File: config.mk
export PLATFORM = sky130hd
export DESIGN_NAME = dm_arbiter
export DESIGN_NICKNAME = d
export VERILOG_FILES = /design/src/rtl/dm_arb_pkg.sv /design/src/rtl/dm_arb_pick.sv /design/src/rtl/dm_arbiter.sv
export SDC_FILE = /design/constraint.sdc
export NUM_CORES = 1
export LEC_CHECK = 0
export ABC_AREA = 1
export CORE_UTILIZATION = 45
export CTS_CLUSTER_SIZE = 10
export DETAILED_ROUTE_END_ITERATION = 10
export PLACE_DENSITY_LB_ADDON = 0.15
export SLEW_MARGIN = 20
export SYNTH_ARGS = -nofsm -noshare
export SYNTH_HDL_FRONTEND = slang
export SYNTH_SLANG_ARGS = --single-unit
File: constraint.sdc
create_clock -name clk -period 2.9 [get_ports clk]
set_input_delay 0.29 -clock clk [delete_from_list [all_inputs] [get_ports clk]]
set_output_delay 0.29 -clock clk [all_outputs]
set_load 0.02 [all_outputs]
File: src/rtl/dm_arb_pkg.sv
// Shared types and constants for the data-memory arbiter.
// Build option: DM_ARB_RR_EN selects round-robin instead of fixed priority.
package dm_arb_pkg;

   localparam int DM_ADDR_W = 10;
   localparam int DM_DATA_W = 32;

   typedef enum logic [1:0] {
      IDLE,
      ACCESS,
      RESP
   } state_t;

   typedef struct packed {
      logic                 wr;
      logic [DM_ADDR_W-1:0] addr;
      logic [DM_DATA_W-1:0] wdata;
   } req_t;

endpackage

File: src/rtl/dm_arb_pick.sv
// Combinational winner select for the two memory ports.
// DM_ARB_RR_EN defined: round-robin on contention; else port 0 wins.
module dm_arb_pick (
   input  logic valid0,
   input  logic valid1,
`ifdef DM_ARB_RR_EN
   input  logic last_grant,
`endif
   output logic gnt_valid,
   output logic gnt_id
);

   always_comb begin
      gnt_valid = valid0 | valid1;
      gnt_id    = 1'b0;
      unique case (1'b1)
         (valid0 && valid1): begin
`ifdef DM_ARB_RR_EN
            gnt_id = ~last_grant;
`else
            gnt_id = 1'b0;
`endif
         end
         (valid1 && !valid0): gnt_id = 1'b1;
         default:             gnt_id = 1'b0;
      endcase
   end

endmodule

File: src/rtl/dm_arbiter.sv
// Two-port arbiter/sequencer for the 1024x32 data memory.
// DM_ARB_RR_EN defined: round-robin grant; undefined: port 0 priority.
module dm_arbiter
   import dm_arb_pkg::*;
#(
   parameter int ADDR_W = DM_ADDR_W,
   parameter int DATA_W = DM_DATA_W
) (
   input  logic              clk,
   input  logic              rst_n,
   input  logic              p0_valid,
   input  logic              p0_wr,
   input  logic [ADDR_W-1:0] p0_addr,
   input  logic [DATA_W-1:0] p0_wdata,
   output logic              p0_ack,
   output logic [DATA_W-1:0] p0_rdata,
   input  logic              p1_valid,
   input  logic              p1_wr,
   input  logic [ADDR_W-1:0] p1_addr,
   input  logic [DATA_W-1:0] p1_wdata,
   output logic              p1_ack,
   output logic [DATA_W-1:0] p1_rdata,
   output logic [ADDR_W-1:0] mem_addr,
   output logic [DATA_W-1:0] mem_datain,
   output logic              mem_memwr,
   input  logic [DATA_W-1:0] mem_dout
);

   state_t state;
   req_t   sel;
   logic   gnt;
   logic   req_wr;
   logic   gnt_valid;
   logic   gnt_id;

`ifdef DM_ARB_RR_EN
   logic   last_grant;
`endif

   dm_arb_pick u_pick (
      .valid0     (p0_valid),
      .valid1     (p1_valid),
`ifdef DM_ARB_RR_EN
      .last_grant (last_grant),
`endif
      .gnt_valid  (gnt_valid),
      .gnt_id     (gnt_id)
   );

   always_comb begin
      sel = '0;
      if (gnt_id) begin
         sel.wr    = p1_wr;
         sel.addr  = p1_addr;
         sel.wdata = p1_wdata;
      end else begin
         sel.wr    = p0_wr;
         sel.addr  = p0_addr;
         sel.wdata = p0_wdata;
      end
   end

   // mem_addr/mem_datain double as the latched request; they hold outside ACCESS
   always_ff @(posedge clk or negedge rst_n) begin
      if (!rst_n) begin
         state      <= IDLE;
         gnt        <= 1'b0;
         req_wr     <= 1'b0;
         p0_ack     <= 1'b0;
         p1_ack     <= 1'b0;
         p0_rdata   <= '0;
         p1_rdata   <= '0;
         mem_addr   <= '0;
         mem_datain <= '0;
         mem_memwr  <= 1'b0;
`ifdef DM_ARB_RR_EN
         last_grant <= 1'b1;
`endif
      end else begin
         unique case (state)
            IDLE: begin
               p0_ack <= 1'b0;
               p1_ack <= 1'b0;
               if (gnt_valid) begin
                  gnt        <= gnt_id;
                  req_wr     <= sel.wr;
                  mem_addr   <= sel.addr;
                  mem_datain <= sel.wdata;
                  mem_memwr  <= sel.wr;
`ifdef DM_ARB_RR_EN
                  last_grant <= gnt_id;
`endif
                  state      <= ACCESS;
               end
            end
            ACCESS: begin
               mem_memwr <= 1'b0;
               if (!req_wr) begin
                  if (gnt) p1_rdata <= mem_dout;
                  else     p0_rdata <= mem_dout;
               end
               p0_ack <= ~gnt;
               p1_ack <= gnt;
               state  <= RESP;
            end
            RESP: begin
               p0_ack <= 1'b0;
               p1_ack <= 1'b0;
               state  <= IDLE;
            end
            default: begin
               mem_memwr <= 1'b0;
               state     <= IDLE;
            end
         endcase
      end
   end

endmodule

# Word-level counts from Yosys, hierarchy flattened
# Index checks and enable logic that the tools add are counted.
dict set report totals {
  ff_bits 113
  latch_bits 0
  ram_bits 0
  rom_bits 0
  in_bits 122
  out_inout_bits 109
  word_cells 34
  n_memories 0
}
dict set report op_classes {
  add_sub_neg 0
  mul 0
  div_mod_pow 0
  order_cmp 0
  eq_ne 3
  shift 0
  mux 8
  n_bitwise 4
  reduce_logical 9
}
# op count
set ops {}
lappend ops {{$mux W43} 1}
lappend ops {{$pmux W1 S2} 3}
lappend ops {{$reduce_and A3 Y1} 2}
lappend ops {{$pmux W2 S2} 1}
lappend ops {{$reduce_and A2 Y1} 2}
lappend ops {{$not A1 Y1} 3}
lappend ops {{$eq A2 B1 Y1 const B} 1}
lappend ops {{$eq A2 B2 Y1 const B} 1}
lappend ops {{$logic_not A2 Y1} 1}
lappend ops {{$mux W1} 2}
lappend ops {{$mux W2} 1}
lappend ops {{$ne A2 B2 Y1 const B} 1}
lappend ops {{$reduce_bool A2 Y1} 1}
lappend ops {{$reduce_or A2 Y1} 1}
lappend ops {{$logic_and A1 B1 Y1} 1}
lappend ops {{$logic_not A1 Y1} 1}
lappend ops {{$or A1 B1 Y1} 1}

# Logic depth before layout (Yosys ltp)
dict set report depth {
  word_depth 6
  depth_mapped 8
  mapped_depth_nobuf 6
}

# Cells and area by module
# From an unflattened synthesis, not the netlist that was laid out.
dict set report unflattened {
  hier_cells 629
  hier_area_um2 4919.7
}
# module instances cells_each area_per_inst_um2 seq_area_each_um2
set by_module_without_submodules {}
lappend by_module_without_submodules {dm_arbiter 1 625 4904.7 2827.7}
lappend by_module_without_submodules {dm_arb_pick 1 4 15.0 0.0}

# Least setup slack after synthesis
# No wires, ideal clock.
dict set report synth_path {
  kind {input-to-reg}
  start {in p1_valid}
  end {reg mem_datain[10]}
  setup_ns 0.116
  t_arrival_ns 0.987
  required_time_ns 2.784
  path_slack_ns 1.797
  cell_stages 8
  path_buffers 2
  path_cell_list {buf_4 > inv_2 > nand2_1 > nand2_2 > inv_2 > buf_4 > nand2_1 > nand2_1}
}
dict set report synth_via {
  elab_chain_cells 3
  word_cells_on_any_way 5
  cone_classes {mux (2); bitwise (1); reduce/logical (2)}
}
# element line
set synth_lines {}
lappend synth_lines {{start: declaration} dm_arbiter.sv:17} ;# input logic p1_valid,
lappend synth_lines {{$logic_and A1 B1 Y1} dm_arb_pick.sv:24} ;# (valid1 && !valid0): gnt_id = 1'b1;
lappend synth_lines {{$mux W1} dm_arb_pick.sv:16} ;# unique case (1'b1)
lappend synth_lines {{$mux W43} dm_arbiter.sv:52} ;# if (gnt_id) begin
lappend synth_lines {{end signal: assignment} dm_arbiter.sv:88} ;# mem_datain <= sel.wdata;
lappend synth_lines {{end: declaration} dm_arbiter.sv:24} ;# output logic [DATA_W-1:0] mem_datain,
# Several ways; a longest one is shown, not always the timed one.
# A chain may end at the register's enable or synchronous reset.

# Worst setup path in the final report
dict set report layout_path {
  start {reg p1_ack}
  end {out p1_ack}
}
# element line
set layout_lines {}
lappend layout_lines {{start: declaration} dm_arbiter.sv:21} ;# output logic p1_ack,
lappend layout_lines {{start signal: assignment} dm_arbiter.sv:103} ;# p1_ack <= gnt;
# No word-level cell between the ends.

==> results.md <==
* Post-Route WL at 14900 µm
* Syn_area_per_cell at 7.92 µm²
* Pin count of the biggest net entering global routing at 69
* Die area at 0.0115 mm²
* Critical Path AT at 1520 ps
* Final worst-path cycle share at 62.4%
* Worst path slowest cell: clkdlybuf4s50_1
* Die Ht at 107 µm
* PwrDens at 1140 mW/mm²
* Minimum clock period at 1810 ps
* Status: finished, final reports clean
* HP Start: mem_dout[19]
* Slowest stage delay, CP at 650 ps
* Comb pwr share at 48.0%
* Sequential area share after synthesis at 56.8%
* Worst R2R End: p0_rdata[31]
* CTS Buf Count at 17
* Setup TNS Final at 0 ps
* DRC Markers at 0
* WS Path Type: flop to primary output
* Ys Warns at 0
* CORE AREA at 0.0108 mm²
* Setup clock skew after layout at 8.10 ps
* Sw Share at 40.1%
* Drt first pass iters at 4
* Top delay family on crit path: buffers and inverters
* Commonest cells after routing, fill and taps aside: nand2_1, clkdlybuf4s50_1, dfrtp_1
* CP Cell Sequence: clkdlybuf4s50_1
* Reg power frac at 31.1%
* Die Width at 107 µm
* Clk sinks at 113
* CTS tree: done
* WL/cell at 14.9 µm
* Worst path depth at 1
* Worst-margin pin slew at 885 ps
* Unrepaired setup endpoints after global routing: no
* Slew HR at 41.0%
* CP endpoint kind: primary output
* Share of cells above drive strength 1 at 5.59%
* Post-detail-place hpwl at 10000 µm
* Remaining Overflow, GRT at 0
* Synth top area cells: dfrtp_1, nand2_1, nand3_1
* Initial drt markers at 348
* Area grow syn2layout at 58.4%
* Antenna viol nets, final at 0
* Fmax at 553 MHz
* Maximum fanout along the worst path at 2
* Reg2reg setup slack at 1120 ps
* Yosys top cell area share at 56.8%
* # H-tree levels at 4
* IO Pins at 231
* Cell Area, Synth at 0.00498 mm²
* Req. time, crit path at 2610 ps
* Leak Pwr at 0.00395 µW
* Vias in the first global route at 4878
* Routed vias/inst at 5.06
* Vias at 5050
* Rows at 38
* Switch Pwr at 3620 µW
* # Max-Cap Violations at 0
* CTS root buf: clkbuf_8
* R2r worst-path depth at 6
* Initial Util at 46.2%
* Number of fill cells in the layout at 805
* Placed Cells at 969
* Worst VDD drop at 0.603 mV
* Syn Nets at 751
* Clock transition at path regs at 50 ps
* Clock Latency Late Sink at 510 ps
* First-pass GRT wire length at 23400 µm
* # diodes at 0
* Setup-failing EPs final at 0
* Biggest area consumer among synthesized cells: dfrtp_1
* Hold Path Class: input pin to flop
* Bufs and invs on worst path at 1
* Cell count after synthesis at 629
* Int Power at 5410 µW
* GRT Total Usage at 26.6%
* Most common cell after layout, fill and taps aside: nand2_1
* Hold Path End: p0_rdata[19]
* Critical R2R Launch: state[1]
* Layout Cells excl Fill at 999
* Fin. Hold Viols at 0
* Antenna violations before repair at 0
* Setup crit start kind: flop
* Number of nets in the layout at 971
* Clock buffer depth at 2
* Buffers on Ports at 230
* Count of different cell masters after synthesis at 14
* Yosys reg bits at 113
* Clock network fraction of total power at 20.9%
* Final Max Slew Viols at 0
* Critical path origin: p1_ack
* RD Place Congestion at 0.793
* Hold Crit Depth at 3
## cells in the mapped netlist
cell	instances
nand2_1	354
dfrtp_1	113
nand3_1	110
buf_2	23
buf_4	9
clkbuf_1	5
inv_2	5
buf_1	3
nor2_2	2
inv_1	1
nand2_2	1
nor2_1	1
nor2_4	1
o21ai_0	1
## sequential cells by signal (all words and copies together) (netlist names)
signal,count
state,2
mem_memwr,1
p1_rdata,32
mem_datain,32
p0_ack,1
p1_ack,1
gnt,1
p0_rdata,32
mem_addr,10
req_wr,1
## timing repair
item	CTS	global route
endpoints found under the hold margin	66	0
endpoints found under the setup margin	0	0
buffers inserted	0	0
resized for setup	0	0
hold buffers	1	0
## how the worst max path moves through the flow
stage                          end  slack (ps)
finish                      p1_ack        1090
global route          p0_rdata[17]         950
CTS                         p1_ack        1060
detailed placement          req_wr         880
global placement            req_wr         970
floorplan           mem_datain[10]        1800
## per-stage QoR
stage | hold slack, ps | cell area [µm²] | total power (µW) | setup WS [ps] | util [%]
floorplan | -5.59 | 4980 | 5080 | 1800 | -
global placement | 442 | 7340 | 7040 | 968 | 68.0
detailed placement | 456 | 7340 | 7170 | 884 | 68.0
CTS | 346 | 7890 | 9100 | 1060 | 73.1
global route | 378 | 7890 | 9590 | 947 | 73.1
finish | 365 | 7890 | 9030 | 1090 | 73.1
## area by class of cell
cell class / instances / area (µm²) / area share, %
clock buffer: 23 / 477 / 6.04
multi-input combinational: 470 / 1920 / 24.3
tap: 140 / 175 / 2.22
inverter: 6 / 22.5 / 0.285
clock inverter: 6 / 57.6 / 0.729
sequential: 113 / 2830 / 35.8
timing repair buffer: 241 / 2410 / 30.5
## power groups by stage
stage	combinational [µW]	sequential (µW)	clock (µW)
detailed placement	4350	2810	0
global placement	4250	2790	0
finish	4340	2810	1880
floorplan	1410	3670	0
global route	4710	2900	1980
CTS	4370	2820	1910
## routing by layer
| metal | vias up | share of wire, % | global-route usage [%] |
|---|---|---|---|
| met2 | 238 | 49 | 43.1 |
| met1 | 2358 | 39 | 32.3 |
| li1 | 2421 | - | - |
| met3 | 33 | 9.1 | 9.36 |
| met4 | 0 | 2.5 | 10.7 |
| met5 | - | 0 | 0 |
## cells by family (layout without fill, tap and decap cells)
logic type	after synthesis	in the layout	synth area share, %
AOI/OAI and AO/OA	1	1	0.100
buffers and inverters	46	276	4.72
DFF	113	113	56.8
and+or+nand+nor	469	469	38.4
No activity file was read; power rests on OpenSTA's default activity.
